--- config.mk ---
export PLATFORM = sky130hd
export DESIGN_NAME = rvfi_trig_seq
export DESIGN_NICKNAME = d
export VERILOG_FILES = /design/src/rtl/rvfi_seq_pkg.sv /design/src/rtl/rvfi_sat_counter.sv /design/src/rtl/rvfi_trig_seq.sv
export SDC_FILE = /design/constraint.sdc
export NUM_CORES = 1
export LEC_CHECK = 0
export BUFFER_PORTS_ARGS = -buffer_cell sky130_fd_sc_hd__buf_2
export CAP_MARGIN = 40
export CORE_MARGIN = 5
export CORE_UTILIZATION = 55
export CTS_BUF_LIST = sky130_fd_sc_hd__clkbuf_16
export DETAILED_ROUTE_END_ITERATION = 16
export PLACE_DENSITY_LB_ADDON = 0.08
export SYNTH_ARGS = -nofsm -noshare
export SYNTH_HDL_FRONTEND = slang
export SYNTH_SLANG_ARGS = --single-unit
export TNS_END_PERCENT = 30
--- constraint.sdc ---
create_clock -name clock -period 2.4 [get_ports clock]
set_clock_uncertainty 0.05 [all_clocks]
set_input_delay 0.48 -clock clock [delete_from_list [all_inputs] [get_ports clock]]
set_output_delay 0.48 -clock clock [all_outputs]
set_load 0.02 [all_outputs]
--- src/rtl/rvfi_seq_pkg.sv ---
// rtl/rvfi_seq_pkg.sv - shared types and helpers for the RVFI trigger sequencer
package rvfi_seq_pkg;

    localparam int ORDER_W = 64;
    localparam int MAX_RET = 32;
    localparam int POP_W   = 6;

    typedef enum logic [2:0] {
        ST_WAIT  = 3'd0,
        ST_ARMED = 3'd1,
        ST_DELAY = 3'd2,
        ST_CHECK = 3'd3,
        ST_DONE  = 3'd4,
        ST_TMO   = 3'd5
    } seq_state_e;

    function automatic logic [POP_W-1:0] popcount(input logic [MAX_RET-1:0] v);
        logic [POP_W-1:0] n;
        n = '0;
        for (int i = 0; i < MAX_RET; i++) begin
            n = n + {{(POP_W-1){1'b0}}, v[i]};
        end
        return n;
    endfunction

endpackage

--- src/rtl/rvfi_sat_counter.sv ---
// rtl/rvfi_sat_counter.sv - saturating up-counter with variable increment
module rvfi_sat_counter #(
    parameter int CNT_W = 16,
    parameter int INC_W = 1
) (
    input  logic             clock,
    input  logic             resetn,
    input  logic [INC_W-1:0] inc,
    output logic [CNT_W-1:0] count
);

    // One extra bit of headroom so the carry out of the add is never lost.
    localparam int SUM_W = ((CNT_W > INC_W) ? CNT_W : INC_W) + 1;
    localparam logic [SUM_W-1:0] MAX_VAL = SUM_W'({CNT_W{1'b1}});

    logic [SUM_W-1:0] sum;

    assign sum = SUM_W'(count) + SUM_W'(inc);

    always_ff @(posedge clock or negedge resetn) begin
        if (!resetn) begin
            count <= '0;
        end else begin
            count <= (sum > MAX_VAL) ? '1 : CNT_W'(sum);
        end
    end

endmodule

--- src/rtl/rvfi_trig_seq.sv ---
// rtl/rvfi_trig_seq.sv - picks one RVFI retirement as the checked instruction and sequences check
module rvfi_trig_seq
    import rvfi_seq_pkg::*;
#(
    parameter int NRET        = 1,
    parameter int CHANNEL_IDX = 0,
    parameter int TRIG_CYCLE  = 10,
    parameter int CHECK_DELAY = 5,
    parameter int TIMEOUT     = 32,
    parameter int CNT_W       = 16
) (
    input  logic                    clock,
    input  logic                    resetn,
    input  logic [NRET-1:0]         rvfi_valid,
    input  logic [ORDER_W*NRET-1:0] rvfi_order,
    output logic                    trig,
    output logic                    check,
    output logic [ORDER_W-1:0]      trig_order,
    output logic [CNT_W-1:0]        retire_cnt,
    output logic [CNT_W-1:0]        cycle_cnt,
    output logic                    timeout,
    output logic [2:0]              state
);

    seq_state_e         state_q, state_d;
    logic [31:0]        dly_q, dly_d;
    logic [31:0]        arm_q, arm_d;
    logic [ORDER_W-1:0] order_d;
    logic               tmo_d, check_d;
    logic               arm_now, chan_valid;
    logic [MAX_RET-1:0] valid_ext;
    logic [POP_W-1:0]   retire_inc;

    assign valid_ext  = MAX_RET'(rvfi_valid);
    assign retire_inc = popcount(valid_ext);
    assign chan_valid = rvfi_valid[CHANNEL_IDX];
    assign arm_now    = (cycle_cnt == CNT_W'((TRIG_CYCLE > 0) ? TRIG_CYCLE - 1 : 0));

    // The checker samples rvfi_* and trig together, so trig must be combinational.
    assign trig  = resetn && (state_q == ST_ARMED) && chan_valid;
    assign state = state_q;

    rvfi_sat_counter #(.CNT_W(CNT_W), .INC_W(1)) u_cycle_cnt (
        .clock  (clock),
        .resetn (resetn),
        .inc    (1'b1),
        .count  (cycle_cnt)
    );

    rvfi_sat_counter #(.CNT_W(CNT_W), .INC_W(POP_W)) u_retire_cnt (
        .clock  (clock),
        .resetn (resetn),
        .inc    (retire_inc),
        .count  (retire_cnt)
    );

    always_comb begin
        state_d = state_q;
        dly_d   = dly_q;
        arm_d   = arm_q;
        order_d = trig_order;
        tmo_d   = timeout;
        check_d = 1'b0;
        case (state_q)
            ST_WAIT: begin
                if (arm_now) begin
                    state_d = ST_ARMED;
                    arm_d   = '0;
                end
            end
            ST_ARMED: begin
                // A candidate in the same cycle as the timeout limit still wins.
                if (chan_valid) begin
                    order_d = rvfi_order[ORDER_W*CHANNEL_IDX +: ORDER_W];
                    if (CHECK_DELAY <= 1) begin
                        state_d = ST_CHECK;
                        check_d = 1'b1;
                    end else begin
                        state_d = ST_DELAY;
                        dly_d   = 32'(CHECK_DELAY - 1);
                    end
                end else if (arm_q == 32'(TIMEOUT - 1)) begin
                    state_d = ST_TMO;
                    tmo_d   = 1'b1;
                end else begin
                    arm_d = arm_q + 32'd1;
                end
            end
            ST_DELAY: begin
                if (dly_q <= 32'd1) begin
                    state_d = ST_CHECK;
                    check_d = 1'b1;
                end else begin
                    dly_d = dly_q - 32'd1;
                end
            end
            ST_CHECK: state_d = ST_DONE;
            ST_TMO:   state_d = ST_TMO;
            default:  state_d = ST_DONE;
        endcase
    end

    always_ff @(posedge clock or negedge resetn) begin
        if (!resetn) begin
            state_q    <= ST_WAIT;
            dly_q      <= '0;
            arm_q      <= '0;
            trig_order <= '0;
            timeout    <= 1'b0;
            check      <= 1'b0;
        end else begin
            state_q    <= state_d;
            dly_q      <= dly_d;
            arm_q      <= arm_d;
            trig_order <= order_d;
            timeout    <= tmo_d;
            check      <= check_d;
        end
    end

endmodule

==> results.cfg <==
[yosys]
ys_warn_count = 0
netlist_instances = 848
ys_seq_elements = 165
syn_area_per_cell_sq_um = 9.26
netlist_area_sq_mm = 0.00785
synth.distinct_cells = 55
yosys.area.top_type_share_pct = 52.6
synth_ff_type = dfrtp_1
ys_top_cells_by_area = dfrtp_1 (53%), nand2_1 (12%), xor2_1 (2.6%), a21oi_1 (2.3%), nand3_1 (2.3%)
async_flop_share_pct = 100
synth-seq-area-share_pct = 52.6
synth.most_common_cell = nand2_1
synth_common_cells = nand2_1 (258), dfrtp_1 (165), a21oi_1 (36), nand3_1 (36), nor2_1 (36)
synth_edf_count = 0
syn_nets = 923
synth.largest_area_cell = dfrtp_1

[critical_path]
r2r-start = dly_q[0]$_DFFE_PN0P_
path_cells = and4bb_4, buf_12, and2_1, buf_2
reg2reg_depth = 7
worstSetupStartpointType = flip-flop
worstPathMaxFanout = 20
reg2reg_to = dly_q[22]$_DFFE_PN0P_
cpMaxStageDelayCell = dfrtp_2
cp_data_arrival_time_ps = 1780
worstSetupEndpoint = trig
startpoint = state[2]$_DFFE_PN0P_
r2r_slack_ps = 100
cp_slowest_stage_delay_ps = 470
critPathCaptureType = primary output
cp_data_required_time_ps = 1870
critical_path_class = reg -> out

[pwr]
p_per_area_mw_per_mm2 = 604
power_leakage_nw = 5.12
peakVddDrop_uv = 529

[sta]
slew_headroom_pct = 66.1
min_period_ps = 2310
fin_ws_ps = 92.6
worstMarginPinSlew_ps = 504
timing.final.crit_share_pct = 96.1
final_max_slew_viol_count = 0
timing.hold.ws_ps = 60.8
max_freq_ghz = 0.433
setup_violations = 0
hold_violations = 0

[die]
fp.coreArea_sq_mm = 0.0139
start_util_pct = 56.4
row_count = 43
fp.dieArea_sq_mm = 0.0168
die_h_microns = 129
io_pins = 169
die_w_microns = 129

[global_routing]
grt_use_met3_pct = 8.78
gr-usage-met1_pct = 33.5
busiest_layer = met2
overflow = 0
antenna_found_initial = 1
met2_usage_pct = 39.9
track_usage_pct = 25.2
grt_max_degree = 85
grt_pass1_wl_microns = 33800
grt_pass1_vias = 6791

[clock_network]
clock_latency_ps = 420
h-tree-depth = 4
cts_tree = yes
cts_made_buffers = 17
clockBufferDepth = 2
clk_pin_slew_ps = 70
cts.sinks = 165
root_buffer = clkbuf_16
cts.hold.buffers_added = 0

[detailed_routing]
finalWirelength_microns = 20500
viasPerCell = 5.59
vias = 6883
drtIter0Drc = 534
first_pass_iters = 4
drc = 0
ant_nets = 0
wl_per_cell_microns = 16.7

[finish]
num-nets-final = 1114
insertedDiodeCount = 0
drive_above_1_share_pct = 24.5
ff_latch_area_sq_mm = 0.00413
fillCellCount = 1074
syn_to_final_growth_pct = 24.7
multi_input_area_sq_mm = 0.00360
final_cells = 1231

[placement]
numPlacedInstances = 1196
hpwl_microns = 13800
portBuffers = 168
place_ws_ps = 108
place.gp.congestion = 0.859

[worst_hold_path]
hp-class = in -> async

[status]
status = complete, no violations

[flow_run]
cap_viol_max_count = 0
==> layout make-up <==
cell class,instances,share of cell area [%]
clock buffers,17,4.34
clock inverters,14,1.41
inverters,9,0.345
multi-input cells,640,36.7
flip-flops and latches,165,42.2
well taps,180,2.30
repair buffers,206,12.7
==> stage by stage <==
stage | setup TNS, ps | instance area (sq um) | power, mW | util, %
final | 0 | 9790 | 5.92 | 70.3
after global routing | -13.9 | 9790 | 6.13 | 70.3
after CTS | 0 | 9760 | 5.97 | 70.0
after detailed placement | 0 | 9130 | 3.36 | 65.5
after global placement | 0 | 9120 | 3.35 | 65.4
after floorplan | 0 | 7850 | 3.13 | -
==> worst min path at each step <==
stage	to	slack (ps)	depth (start not counted)
2_1_floorplan	arm_q[0]$_DFFE_PN0P_	130	0
3_3_place_gp	trig_order[7]$_DFFE_PN0P_	400	2
3_5_place_dp	trig_order[12]$_DFFE_PN0P_	410	2
4_1_cts	trig_order[53]$_DFFE_PN0P_	90	2
5_1_grt	trig_order[59]$_DFFE_PN0P_	100	2
6_report	trig_order[14]$_DFFE_PN0P_	60	2
==> cells in the final DEF (no fill, tap or decap), drive strengths merged, types with 8 or more instances in the layout <==
| cell | n |
|---|---|
| a21oi | 36 |
| and3 | 11 |
| and4 | 8 |
| buf | 204 |
| clkbuf | 17 |
| dfrtp | 165 |
| ha | 8 |
| inv | 13 |
| mux2i | 9 |
| nand2 | 258 |
| nand2b | 9 |
| nand3 | 37 |
| nand4 | 24 |
| nor2 | 36 |
| nor3 | 13 |
| nor4 | 26 |
| o21ai | 28 |
| o31ai | 19 |
| or3 | 22 |
| or4 | 25 |
| xnor2 | 12 |
| xor2 | 23 |
==> report_power, final <==
| group | internal, mW | total (mW) | switching [mW] |
|---|---|---|---|
| clock network | 1.52 | 2.61 | 1.09 |
| registers | 2.84 | 2.93 | 0.0859 |
| logic | 0.148 | 0.382 | 0.234 |
| total | 4.51 | 5.92 | 1.41 |
==> per-layer routing <==
layer	up-vias	share of wire [%]
li1	3366	-
met1	3268	43
met2	217	48
met3	30	7.7
met4	2	1.5
met5	-	0.063
==> worst max-delay path, delay by kind of cell, from the launching register on <==
family	cells	cell delay [ps]
buf+inv	2	330
flops	1	470
simple gates	2	550
==> flip-flops by register name, indices dropped and copies added, names as in the netlist <==
register            cells
state                   3
dly_q                  32
arm_q                  32
u_cycle_cnt.count      16
u_retire_cnt.count     16
timeout                 1
check                   1
trig_order             64
==> cell families (layout without fill, tap and decap cells) <==
kind of cell / count (synthesis) / count (layout) / synth area share (%)
AO/OA/AOI/OAI: 101 / 102 / 7.94
buffers and inverters: 44 / 246 / 2.31
AND/OR/NAND/NOR: 485 / 485 / 30.7
flip-flops: 165 / 165 / 52.6
multiplexers: 10 / 10 / 1.29
adder cells (fa/ha/maj): 8 / 8 / 1.27
XOR/XNOR: 35 / 35 / 3.90
==> timing repair <==
item | 4_1_cts | 5_1_grt
gates cloned | 2 | 1
resized for setup | 1 | 5
buffers inserted | 0 | 1
setup endpoints to repair | 1 | 4
pin swaps | 0 | 2
(Power assumes the default switching activity.)
